## config.mk

```make
export PLATFORM = sky130hd
export DESIGN_NAME = carregador_memoria
export DESIGN_NICKNAME = d
export VERILOG_FILES = /design/src/rtl/carregador_memoria_pkg.sv /design/src/rtl/carregador_memoria.sv
export SDC_FILE = /design/constraint.sdc
export NUM_CORES = 1
export LEC_CHECK = 0
export ABC_CLOCK_PERIOD_IN_PS = 2800
export BUFFER_PORTS_ARGS = -buffer_cell sky130_fd_sc_hd__buf_4
export CAP_MARGIN = 0
export CORE_MARGIN = 5
export CORE_UTILIZATION = 51
export CTS_BUF_LIST = sky130_fd_sc_hd__clkbuf_16
export DETAILED_ROUTE_END_ITERATION = 7
export GPL_TIMING_DRIVEN = 1
export PLACE_DENSITY = 0.86
export SLEW_MARGIN = 25
export SYNTH_ARGS = -nofsm -noshare
export SYNTH_HDL_FRONTEND = slang
export SYNTH_SLANG_ARGS = --single-unit
```

## constraint.sdc

```tcl
create_clock -name clk -period 2.8 [get_ports clk]
set_clock_uncertainty 0.05 [all_clocks]
set_input_delay 0.14 -clock clk [delete_from_list [all_inputs] [get_ports clk]]
set_output_delay 0.14 -clock clk [all_outputs]
set_load 0.005 [all_outputs]
```

## src/rtl/carregador_memoria_pkg.sv

```systemverilog
// Shared CPU definitions: loader state encoding, bus width defaults and the
// BIOS handoff opcode also decoded by the instruction selector.
package carregador_memoria_pkg;

   localparam int unsigned CM_ADDR_WIDTH = 10;
   localparam int unsigned CM_DATA_WIDTH = 32;

   localparam logic [5:0] OPC_BIOS_HANDOFF = 6'b011000;

   typedef enum logic [2:0] {
      ST_IDLE,
      ST_REQ,
      ST_WRITE,
      ST_FIM,
      ST_ERRO
   } cm_state_t;

endpackage

```

## src/rtl/carregador_memoria.sv

```systemverilog
// Boot loader: copies a program image word by word from the BIOS-side source
// port into instruction memory, then pulses done (or erro on a bad length).
module carregador_memoria
   import carregador_memoria_pkg::*;
#(
   parameter int unsigned ADDR_WIDTH = CM_ADDR_WIDTH,
   parameter int unsigned DATA_WIDTH = CM_DATA_WIDTH,
   parameter int unsigned BASE_ADDR  = 0,
   parameter int unsigned MAX_WORDS  = 1024
) (
   input  logic                  clk,
   input  logic                  reset,
   input  logic                  start,
   input  logic [ADDR_WIDTH:0]   tamanho,
   output logic                  src_req,
   output logic [ADDR_WIDTH-1:0] src_addr,
   input  logic                  src_valid,
   input  logic [DATA_WIDTH-1:0] src_data,
   output logic                  mem_we,
   output logic [ADDR_WIDTH-1:0] mem_addr,
   output logic [DATA_WIDTH-1:0] mem_data,
   output logic                  busy,
   output logic                  done,
   output logic                  erro
);

   // One extra counter bit lets a full 2^ADDR_WIDTH copy reach its length.
   localparam int unsigned CNT_W = ADDR_WIDTH + 1;

   cm_state_t              state_q, state_d;
   logic [CNT_W-1:0]       cnt_q, cnt_d;
   logic [CNT_W-1:0]       len_q, len_d;
   logic                   src_req_d, mem_we_d, busy_d, done_d, erro_d;
   logic [ADDR_WIDTH-1:0]  src_addr_d, mem_addr_d;
   logic [DATA_WIDTH-1:0]  mem_data_d;

   // State, counter, latched length and registered outputs.
   always_ff @(posedge clk or negedge reset) begin
      if (!reset) begin
         state_q  <= ST_IDLE;
         cnt_q    <= '0;
         len_q    <= '0;
         src_req  <= 1'b0;
         src_addr <= '0;
         mem_we   <= 1'b0;
         mem_addr <= '0;
         mem_data <= '0;
         busy     <= 1'b0;
         done     <= 1'b0;
         erro     <= 1'b0;
      end else begin
         state_q  <= state_d;
         cnt_q    <= cnt_d;
         len_q    <= len_d;
         src_req  <= src_req_d;
         src_addr <= src_addr_d;
         mem_we   <= mem_we_d;
         mem_addr <= mem_addr_d;
         mem_data <= mem_data_d;
         busy     <= busy_d;
         done     <= done_d;
         erro     <= erro_d;
      end
   end

   // Next state; outputs are decoded from the next state so they are
   // registered yet line up with the state they belong to.
   always_comb begin
      state_d    = state_q;
      cnt_d      = cnt_q;
      len_d      = len_q;
      mem_addr_d = mem_addr;
      mem_data_d = mem_data;

      case (state_q)
         ST_IDLE: begin
            if (start) begin
               len_d = tamanho;
               cnt_d = '0;
               if (tamanho == '0)
                  state_d = ST_FIM;
               else if (tamanho > CNT_W'(MAX_WORDS))
                  state_d = ST_ERRO;
               else
                  state_d = ST_REQ;
            end
         end
         ST_REQ: begin
            if (src_valid) begin
               mem_data_d = src_data;
               mem_addr_d = ADDR_WIDTH'(BASE_ADDR) + cnt_q[ADDR_WIDTH-1:0];
               state_d    = ST_WRITE;
            end
         end
         ST_WRITE: begin
            cnt_d   = cnt_q + CNT_W'(1);
            state_d = (cnt_d == len_q) ? ST_FIM : ST_REQ;
         end
         ST_FIM:  state_d = ST_IDLE;
         ST_ERRO: state_d = ST_IDLE;
         default: state_d = ST_IDLE;
      endcase

      src_req_d  = (state_d == ST_REQ);
      src_addr_d = cnt_d[ADDR_WIDTH-1:0];
      mem_we_d   = (state_d == ST_WRITE);
      busy_d     = (state_d != ST_IDLE);
      done_d     = (state_d == ST_FIM);
      erro_d     = (state_d == ST_ERRO);
   end

endmodule

```

==> results by group, run 1 <==
Logic synthesis
  • Synth Cell Area: 0.00332 mm²
  • Synth Instances: 299
  • Synth top area share: 0.542
  • Post-synth cell types: 45
  • Synthesis-stage register bit count: 72
  • Register area share after synthesis: 0.542
  • Net count of the mapped netlist: 347
  • Syn avg cell area: 11.1 µm²
  • Most used DFF post-synth: dfrtp_1
  • Number of synthesized flops with an enable pin: 0
  • Yosys warning total: 0
  • Ys async rst share: 1.00
  • Commonest cells post-synth: dfrtp_1, nand2_1, mux2_2
  • Synth top area cells: dfrtp_1, mux2_2, nand2_1
  • Synth area leader: dfrtp_1
  • Top-count cell post-synth: dfrtp_1

Timing
  • Tcrit/Tclk final: 0.904
  • Worst Tran Pin Value: 0.880 ns
  • Fin Setup TNS: 0 ns
  • RSZ-0062 raised after global routing: false
  • Slew Limit Fails: 0
  • Final setup fails: 0
  • Clock period minus worst slack: 2.53 ns
  • Final hold vios: 0
  • Fmax achieved: 395 MHz
  • Max_slew headroom: 0.413

Floorplan
  • Die Span Y: 90.7 µm
  • Starting Density: 0.524
  • DIE AREA: 0.00823 mm²
  • I/O pins: 104
  • Placeable Area: 0.00635 mm²
  • Die width: 90.7 µm
  • Site row count: 29

Drt
  • Antenna Nets Post-Route: 0
  • WL/cell: 18.1 µm
  • DRT Pass-1 Iters: 5
  • # DRC: 0
  • Via count: 2,800
  • Aggregate routed wire length: 9.23 mm
  • DR vias/cell: 5.49
  • DRT iter0 DRCs: 179

Min path
  • Worst Hold Class: in -> reg
  • Worst hold start: src_data[13]
  • Worst hold path depth: 2
  • Worst hold endpoint: mem_data[13]

CTS
  • TritonCTS clock tree: yes
  • Clock buffer depth: 2
  • Root Buffer: clkbuf_16
  • Sinks on the clock net: 72
  • Post-CTS Resized: 0
  • Post-CTS setup buffers: 0
  • Htree depth: 3
  • Clk pin slew, worst setup/hold paths: 0.06 ns
  • Cts hold-fix bufs: 39
  • Skew-Pair Late Insertion Delay: 0.33 ns
  • Num CTS Buffers: 9

Setup path
  • Worst Path Required: 2.96 ns
  • Crit-path cells: ha_1, nand3_2, nor3_2, xnor2_1, or4_1, o21a_1, inv_2, nor2_1
  • Crit path from: cnt_q[0]
  • Reg-to-Reg Start: cnt_q[0]
  • WS Path Type: reg -> reg
  • Slowest stage cell, crit path: or4_1
  • R2R depth: 8
  • R2r setup slk: 0.27 ns
  • Critical path arrival: 2.69 ns
  • Nature of the critical path endpoint: flop
  • Critical Path Start Type: flop
  • CP max stage delay: 0.52 ns
  • Worst R2R End: src_req
  • Max Fanout on Critical Path: 9

GRT
  • Vias in the first global route: 3,001
  • Total track usage: 0.231
  • Initial antenna violation count: 0
  • GRT overflow: 0
  • First-pass GRT wire length: 15.2 mm
  • Largest net degree at the start of global routing: 73

Finish
  • Design area: 0.00479 mm²
  • Non-Filler Instances: 510
  • # diodes: 0
  • FILL cells: 390
  • Util after Layout: 0.754
  • # nets final: 476
  • Area growth syn-to-layout: 44.1%
  • Layout cells sized above 1: 0.390

Power and ir drop
  • Net Sw Frac: 0.305
  • Leak: 0.00226 µW
  • Sw power: 1330 µW
  • PnR Total Power: 4350 µW
  • Max IR drop VDD: 0.598 mV
  • Combinational share of power: 0.330
  • Internal: 3020 µW
  • Flop pwr share: 0.393
  • Clock power frac: 0.277
  • Pwr Density: 908 mW/mm²

Run status
  • Status: finished clean

Place
  • IO Port Bufs: 103
  • Final HPWL DP: 5.66 mm
  • Cells after DPL: 455
  • DP Area: 0.00409 mm²
  • Gp weighted congestion: 0.949

Run
  • Max Cap Viol: 0
[per-stage QoR]
| step | hold slack [ns] | setup slack [ns] |
|---|---|---|
| 6_report | 0.00311 | 0.269 |
| 5_1_grt | 0.00124 | 0.149 |
| 4_1_cts | 0.000317 | 0.291 |
| 3_5_place_dp | 0.274 | 0.300 |
| 3_3_place_gp | 0.264 | 0.416 |
| 2_1_floorplan | -0.206 | 0.594 |
[power by group through the flow]
| stage | clock network (µW) | registers (µW) | logic (µW) |
|---|---|---|---|
| finish | 1200 | 1710 | 1440 |
| global placement | 0 | 1670 | 1330 |
| detailed placement | 0 | 1690 | 1370 |
| floorplan | 0 | 1660 | 680 |
| global route | 1270 | 1760 | 1560 |
| CTS | 1220 | 1680 | 1420 |
[cell type report]
type,count,area (µm²),share of cell area
Tap cell,77,96.3,0.0201
Sequential cell,72,1800,0.376
Multi-Input combinational cell,194,1370,0.286
Clock buffer,9,225,0.0470
Clock inverter,7,87.6,0.0183
Timing Repair Buffer,145,1190,0.248
Inverter,6,22.5,0.00470
[sequential cells by signal, indices dropped and copies added (netlist names)]
| register | count |
|---|---|
| cnt_q | 11 |
| busy | 1 |
| erro | 1 |
| mem_data | 32 |
| mem_addr | 10 |
| len_q | 11 |
| src_req | 1 |
| done | 1 |
| mem_we | 1 |
| state_q | 3 |
[logic make-up (layout without fill, tap and decap cells)]
group	Yosys count	count (layout)	share of synthesized area
buf+inv	33	167	0.0519
xor+xnor	10	10	0.0263
compound gates	46	46	0.0911
mux	42	42	0.142
simple gates	95	95	0.143
fa+ha+maj	1	1	0.00376
flops	72	72	0.542
[cells in the final DEF, fill, tap and decap left out, types with 4 or more instances in the layout]
| master | netlist | layout |
|---|---|---|
| xnor2_1 | 5 | 5 |
| nand2_1 | 45 | 45 |
| buf_4 | 11 | 106 |
| inv_1 | 5 | 6 |
| clkbuf_16 | 0 | 9 |
| dlygate4sd3_1 | 0 | 39 |
| a21oi_1 | 4 | 4 |
| mux2_2 | 42 | 42 |
| o21ai_0 | 19 | 19 |
| dfrtp_1 | 72 | 72 |
| xor2_1 | 5 | 5 |
| nor2_1 | 18 | 18 |
[worst max-delay path, delay by kind of cell (launching register included)]
family	cells	cell delay, ns
AND/OR/NAND/NOR	4	1.13
flip-flops	1	0.48
adder cells (fa/ha/maj)	1	0.35
AO/OA/AOI/OAI	1	0.23
XOR/XNOR	1	0.11
buffers and inverters	1	0.06
[worst max-delay path by stage]
stage | cells after the start | end | slack (ns)
after floorplan | 9 | src_req | 0.59
after global placement | 8 | src_req | 0.42
after detailed placement | 8 | src_req | 0.30
after CTS | 8 | src_req | 0.29
after global routing | 7 | src_req | 0.15
final | 8 | src_req | 0.27
[metal layers]
layer | vias up | part of all wire | track usage
met4 | 0 | 0.014 | 0.0670
met3 | 13 | 0.091 | 0.0908
met1 | 1363 | 0.39 | 0.280
met5 | - | 0 | 0
li1 | 1295 | - | -
met2 | 129 | 0.50 | 0.379
No activity file was read; power rests on OpenSTA's default activity.
==> run 2, diff against run 1 <==
--- a/config.mk
+++ b/config.mk
@@ -6,14 +6,13 @@
 export NUM_CORES = 1
 export LEC_CHECK = 0
 export ABC_CLOCK_PERIOD_IN_PS = 2800
-export BUFFER_PORTS_ARGS = -buffer_cell sky130_fd_sc_hd__buf_4
 export CAP_MARGIN = 0
 export CORE_MARGIN = 5
-export CORE_UTILIZATION = 51
+export CORE_UTILIZATION = 55
 export CTS_BUF_LIST = sky130_fd_sc_hd__clkbuf_16
 export DETAILED_ROUTE_END_ITERATION = 7
-export GPL_TIMING_DRIVEN = 1
-export PLACE_DENSITY = 0.86
+export DONT_BUFFER_PORTS = 1
+export PLACE_DENSITY = 0.76
 export SLEW_MARGIN = 25
 export SYNTH_ARGS = -nofsm -noshare
 export SYNTH_HDL_FRONTEND = slang
==> run 2 against run 1 <==
  * Combinational power shrank 37%
  * Via count is 15% lower
  * Sequential cell count did not move
  * Critical endpoint unchanged
  * Largest power group unchanged
  * Setup slack gained 0.030 ns
==> results by group, run 2 (synthesized netlist as in run 1, its figures left out) <==
GRT
  • Total track usage: 0.213
  • First-pass GRT wire length: 12.5 mm
  • GRT overflow: 0
  • Largest net degree at the start of global routing: 73
  • Initial antenna violation count: 0
  • Vias in the first global route: 2,510

Finish
  • FILL cells: 410
  • Area growth syn-to-layout: 23.6%
  • Reg with most FFs: mem_data
  • Multi-input gate area: 0.00137 mm²
  • Most common cell after layout, fill and taps aside: dfrtp_1
  • # diodes: 0
  • # nets final: 382
  • Commonest non-fill, non-tap cells in the layout: dfrtp_1, nand2_1, dlygate4sd3_1
  • Largest registers: mem_data x32, cnt_q x11, len_q x11
  • Largest register FFs: 32
  • Area occupied by registers: 0.00180 mm²
  • Non-Filler Instances: 414
  • Layout cells sized above 1: 0.215

Place
  • Gp weighted congestion: 0.863
  • Cells after DPL: 353
  • IO Port Bufs: 0
  • Final HPWL DP: 4.83 mm

Timing
  • Tcrit/Tclk final: 0.893
  • Fin Setup TNS: 0 ns
  • Slew Limit Fails: 0
  • Clock period minus worst slack: 2.50 ns
  • Max_slew headroom: 0.507
  • Worst Tran Pin Value: 0.737 ns
  • Final setup fails: 0
  • Final hold vios: 0
  • RSZ-0062 raised after global routing: false
  • Fmax achieved: 400 MHz

Floorplan
  • Die Span Y: 87.7 µm
  • Die width: 87.7 µm
  • Placeable Area: 0.00589 mm²
  • DIE AREA: 0.00770 mm²
  • I/O pins: 104
  • Starting Density: 0.565
  • Site row count: 28

Drt
  • Antenna Nets Post-Route: 0
  • DR vias/cell: 5.74
  • WL/cell: 18.6 µm
  • # DRC: 0
  • Aggregate routed wire length: 7.71 mm
  • DRT iter0 DRCs: 164
  • Via count: 2,375
  • DRT Pass-1 Iters: 4

CTS
  • TritonCTS clock tree: yes
  • Sinks on the clock net: 72
  • Skew-Pair Late Insertion Delay: 0.33 ns
  • Clock buffer depth: 2
  • Root Buffer: clkbuf_16
  • Clk pin slew, worst setup/hold paths: 0.06 ns
  • Htree depth: 3
  • Num CTS Buffers: 9

Setup path
  • Critical path arrival: 2.66 ns
  • Max Fanout on Critical Path: 18
  • WS Path Type: reg -> reg
  • Crit path from: cnt_q[4]
  • Worst Path Required: 2.96 ns
  • Nature of the critical path endpoint: flop
  • Reg-to-Reg Start: cnt_q[4]
  • Critical Path Start Type: flop

Run
  • Max Cap Viol: 0

Power and ir drop
  • Leak: 0.00179 µW
  • PnR Total Power: 3810 µW
  • Max IR drop VDD: 0.759 mV
  • Pwr Density: 926 mW/mm²

Min path
  • Worst Hold Class: in -> reg
  • Worst hold start: start

Run status
  • Status: finished clean
==> run 2: where the power goes <==
part / internal (µW) / switching [µW]
Clock: 698 / 451
Combinational: 488 / 416
Sequential: 1420 / 336
Total: 2600 / 1200
==> run 2: per-stage QoR <==
step	setup WS (ns)	cell area, µm²	util	hold WS, ns
after global placement	0.403	3330	0.567	-0.204
after global routing	0.155	4110	0.698	0.0834
after floorplan	0.594	3320	-	-0.206
final	0.299	4110	0.698	0.0443
after detailed placement	0.342	3330	0.567	-0.204
after CTS	0.314	4110	0.698	0.0395
==> run 2: per-layer routing <==
layer | track usage | vias up | wire length, µm
met5 | 0 | - | 0
met3 | 0.101 | 11 | 853
met4 | 0.0711 | 0 | 106
met1 | 0.246 | 1141 | 2940
met2 | 0.349 | 118 | 3810
li1 | - | 1105 | -
==> run 2: layout make-up <==
cell class | instances | share of cell area
sequential | 72 | 0.439
timing repair buffer | 51 | 0.125
inverter | 6 | 0.00548
multi-input combinational | 194 | 0.334
tap | 75 | 0.0228
clock inverter | 7 | 0.0195
clock buffer | 9 | 0.0548
==> run 2: critical path: stages (launching register included) <==
cell and delay (ns):
dfrtp_1 0.73, nand2_1 0.20, nor4b_1 0.43, a211oi_1 0.12, or4_1 0.53, o21a_1 0.22, inv_2 0.06, nor2_1 0.03
==> run 2: repair_timing <==
| item | 4_1_cts | 5_1_grt |
|---|---|---|
| buffers inserted | 0 | 0 |
| resized for setup | 0 | 0 |
| hold buffers | 45 | 0 |
| endpoints found under the hold margin | 117 | 0 |
==> run 2: path summary, 6_finish.rpt <==
| check | endpoint | slack (ns) | cells after the start |
|---|---|---|---|
| min | busy | 0.04 | 3 |
| min reg2reg | len_q[0] | 0.45 | 2 |
| max | src_req | 0.30 | 7 |
| max in group asynchronous | done | 2.08 | 2 |
| max reg2reg | src_req | 0.30 | 7 |
| min in group asynchronous | mem_addr[6] | 0.35 | 2 |
==> run 3, diff against run 2 <==
==> constraint.sdc (replaced) <==
create_clock -name clk -period 2.8 [get_ports clk]
set_clock_uncertainty 0.05 [all_clocks]
set_input_delay 0.28 -clock clk [delete_from_list [all_inputs] [get_ports clk]]
set_output_delay 0.28 -clock clk [all_outputs]
set_load 0.005 [all_outputs]
==> run 3 against run 2 <==
  * Global-route usage fell by 1.9 points
  * Utilization fell by 7.1 points
  * Via count fell by 7.0%
  * First-iteration DRC count fell by 3.7%
  * Sequential power barely moved
  * Combinational power fell by 6.1%
  * Hold slack got worse by 0.031 ns
  * Routed wire length fell by 8.9%
  * Final area fell by 10%
  * Register-to-register slack barely moved
  * Non-clock buffer count fell by 42
  * Largest power group unchanged
==> results by group, run 3 (synthesized netlist as in run 1, its figures left out) <==
Min path
  • Worst hold endpoint: len_q[10]
  • Worst Hold Class: in -> reg
  • Worst hold start: tamanho[10]
  • Worst hold path depth: 2

Power and ir drop
  • Clock power frac: 0.307
  • Internal: 2560 µW
  • Sw power: 1180 µW
  • Leak: 0.00162 µW
  • Net Sw Frac: 0.316
  • PnR Total Power: 3750 µW
  • Max IR drop VDD: 0.726 mV
  • Combinational share of power: 0.227
  • Flop pwr share: 0.467
  • Pwr Density: 1020 mW/mm²

Drt
  • DRT Pass-1 Iters: 4
  • # DRC: 0
  • Via count: 2,208
  • WL/cell: 18.9 µm
  • DR vias/cell: 5.94
  • Antenna Nets Post-Route: 0
  • Aggregate routed wire length: 7.03 mm
  • DRT iter0 DRCs: 158

Timing
  • Worst Tran Pin Value: 0.737 ns
  • Final hold vios: 0
  • Fin Setup TNS: 0 ns
  • Final setup fails: 0
  • Tcrit/Tclk final: 0.897
  • Slew Limit Fails: 0
  • Worst setup slack after layout: 0.290 ns
  • RSZ-0062 raised after global routing: false
  • Clock period minus worst slack: 2.51 ns
  • Max_slew headroom: 0.507
  • Fmax achieved: 398 MHz

Finish
  • # diodes: 0
  • Largest register FFs: 32
  • Most common cell after layout, fill and taps aside: dfrtp_1
  • # nets final: 340
  • Reg with most FFs: mem_data
  • Area growth syn-to-layout: 10.9%
  • Layout cells sized above 1: 0.246
  • Largest registers: mem_data x32, cnt_q x11, len_q x11
  • Util after Layout: 0.626
  • Commonest non-fill, non-tap cells in the layout: dfrtp_1, nand2_1, mux2_2

CTS
  • Post-CTS setup buffers: 0
  • Post-CTS Resized: 0
  • Skew-Pair Late Insertion Delay: 0.33 ns
  • Clk pin slew, worst setup/hold paths: 0.06 ns
  • Root Buffer: clkbuf_16
  • Sinks on the clock net: 72
  • Num CTS Buffers: 9
  • Clock buffer depth: 2
  • TritonCTS clock tree: yes
  • Htree depth: 3

Setup path
  • Critical path arrival: 2.67 ns
  • Slowest stage cell, crit path: dfrtp_1
  • Max Fanout on Critical Path: 18
  • Worst Path Required: 2.96 ns
  • WS Path Type: reg -> reg
  • Nature of the critical path endpoint: flop
  • R2R depth: 7
  • CP max stage delay: 0.72 ns
  • Critical Path Start Type: flop
  • Crit-path cells: nand2_1, nor4b_1, a211oi_1, or4_1, o21a_1, inv_2, nor2_1
  • R2r setup slk: 0.29 ns
  • Worst R2R End: src_req
  • Reg-to-Reg Start: cnt_q[4]

GRT
  • Initial antenna violation count: 0
  • Total track usage: 0.194
  • Vias in the first global route: 2,309
  • Largest net degree at the start of global routing: 73
  • GRT overflow: 0
  • First-pass GRT wire length: 11.4 mm

Floorplan
  • DIE AREA: 0.00770 mm²
  • Die width: 87.7 µm
  • Site row count: 28
  • Starting Density: 0.565
  • Placeable Area: 0.00589 mm²
  • Die Span Y: 87.7 µm
  • I/O pins: 104

Run status
  • Status: finished clean

Place
  • Worst slack, placed: 0.342 ns
  • Final HPWL DP: 4.83 mm
  • IO Port Bufs: 0
  • Gp weighted congestion: 0.863

Run
  • Max Cap Viol: 0
[run 3: cell types whose count changed in the layout (fill, tap and decap cells not counted), sizes merged]
cell,previous run,this run
dlygate4sd3,44,2
[run 3: metrics by stage]
| step | instances | instance area (µm²) | hold slack, ns |
|---|---|---|---|
| 6_report | 372 | 3690 | 0.0136 |
| 5_1_grt | 372 | 3690 | 0.00990 |
| 4_1_cts | 372 | 3690 | 0.00768 |
| 3_5_place_dp | 353 | 3330 | -0.0639 |
| 3_3_place_gp | 353 | 3330 | -0.0638 |
| 2_1_floorplan | 299 | 3320 | -0.0656 |
[run 3: power by group through the flow]
stage               Clock, µW  Combinational (µW)  Sequential [µW]
global placement            0                 785             1760
floorplan                   0                 680             1660
detailed placement          0                 826             1770
finish                   1150                 849             1750
CTS                      1170                 854             1760
global route             1220                 950             1810
[run 3: final cells by class]
cell class,count,area [µm²]
clock buffer,9,225
clock inverter,7,80.1
fill,458,2200
inverter,6,22.5
multi-input combinational,194,1370
sequential,72,1800
tap,75,93.8
timing repair buffer,9,92.6
[run 3: how the worst max path moves through the flow]
stage	end	slack (ns)	start
final	src_req	0.29	cnt_q[4]
after global routing	src_req	0.15	cnt_q[4]
after CTS	src_req	0.31	cnt_q[1]
after detailed placement	src_req	0.34	cnt_q[1]
after global placement	src_req	0.40	cnt_q[1]
after floorplan	src_req	0.59	cnt_q[0]
[run 3: repair_timing]
item / in CTS / in global routing
hold buffers: 3 / 0
hold endpoints to repair: 73 / 0
endpoints found under the setup margin: 0 / 0
[run 3: critical path, delay by kind of cell, from the launching register on]
kind,cells,cell delay (ns)
buffers and inverters,1,0.06
AOI/OAI and AO/OA,2,0.35
and+or+nand+nor,4,1.20
DFF,1,0.72
[run 3: layer usage]
metal,GRT usage,up-vias,wire length (µm)
met3,0.0997,17,758
met2,0.297,108,3340
li1,-,1022,-
met5,0,-,0
met4,0.0781,0,167
met1,0.233,1061,2760
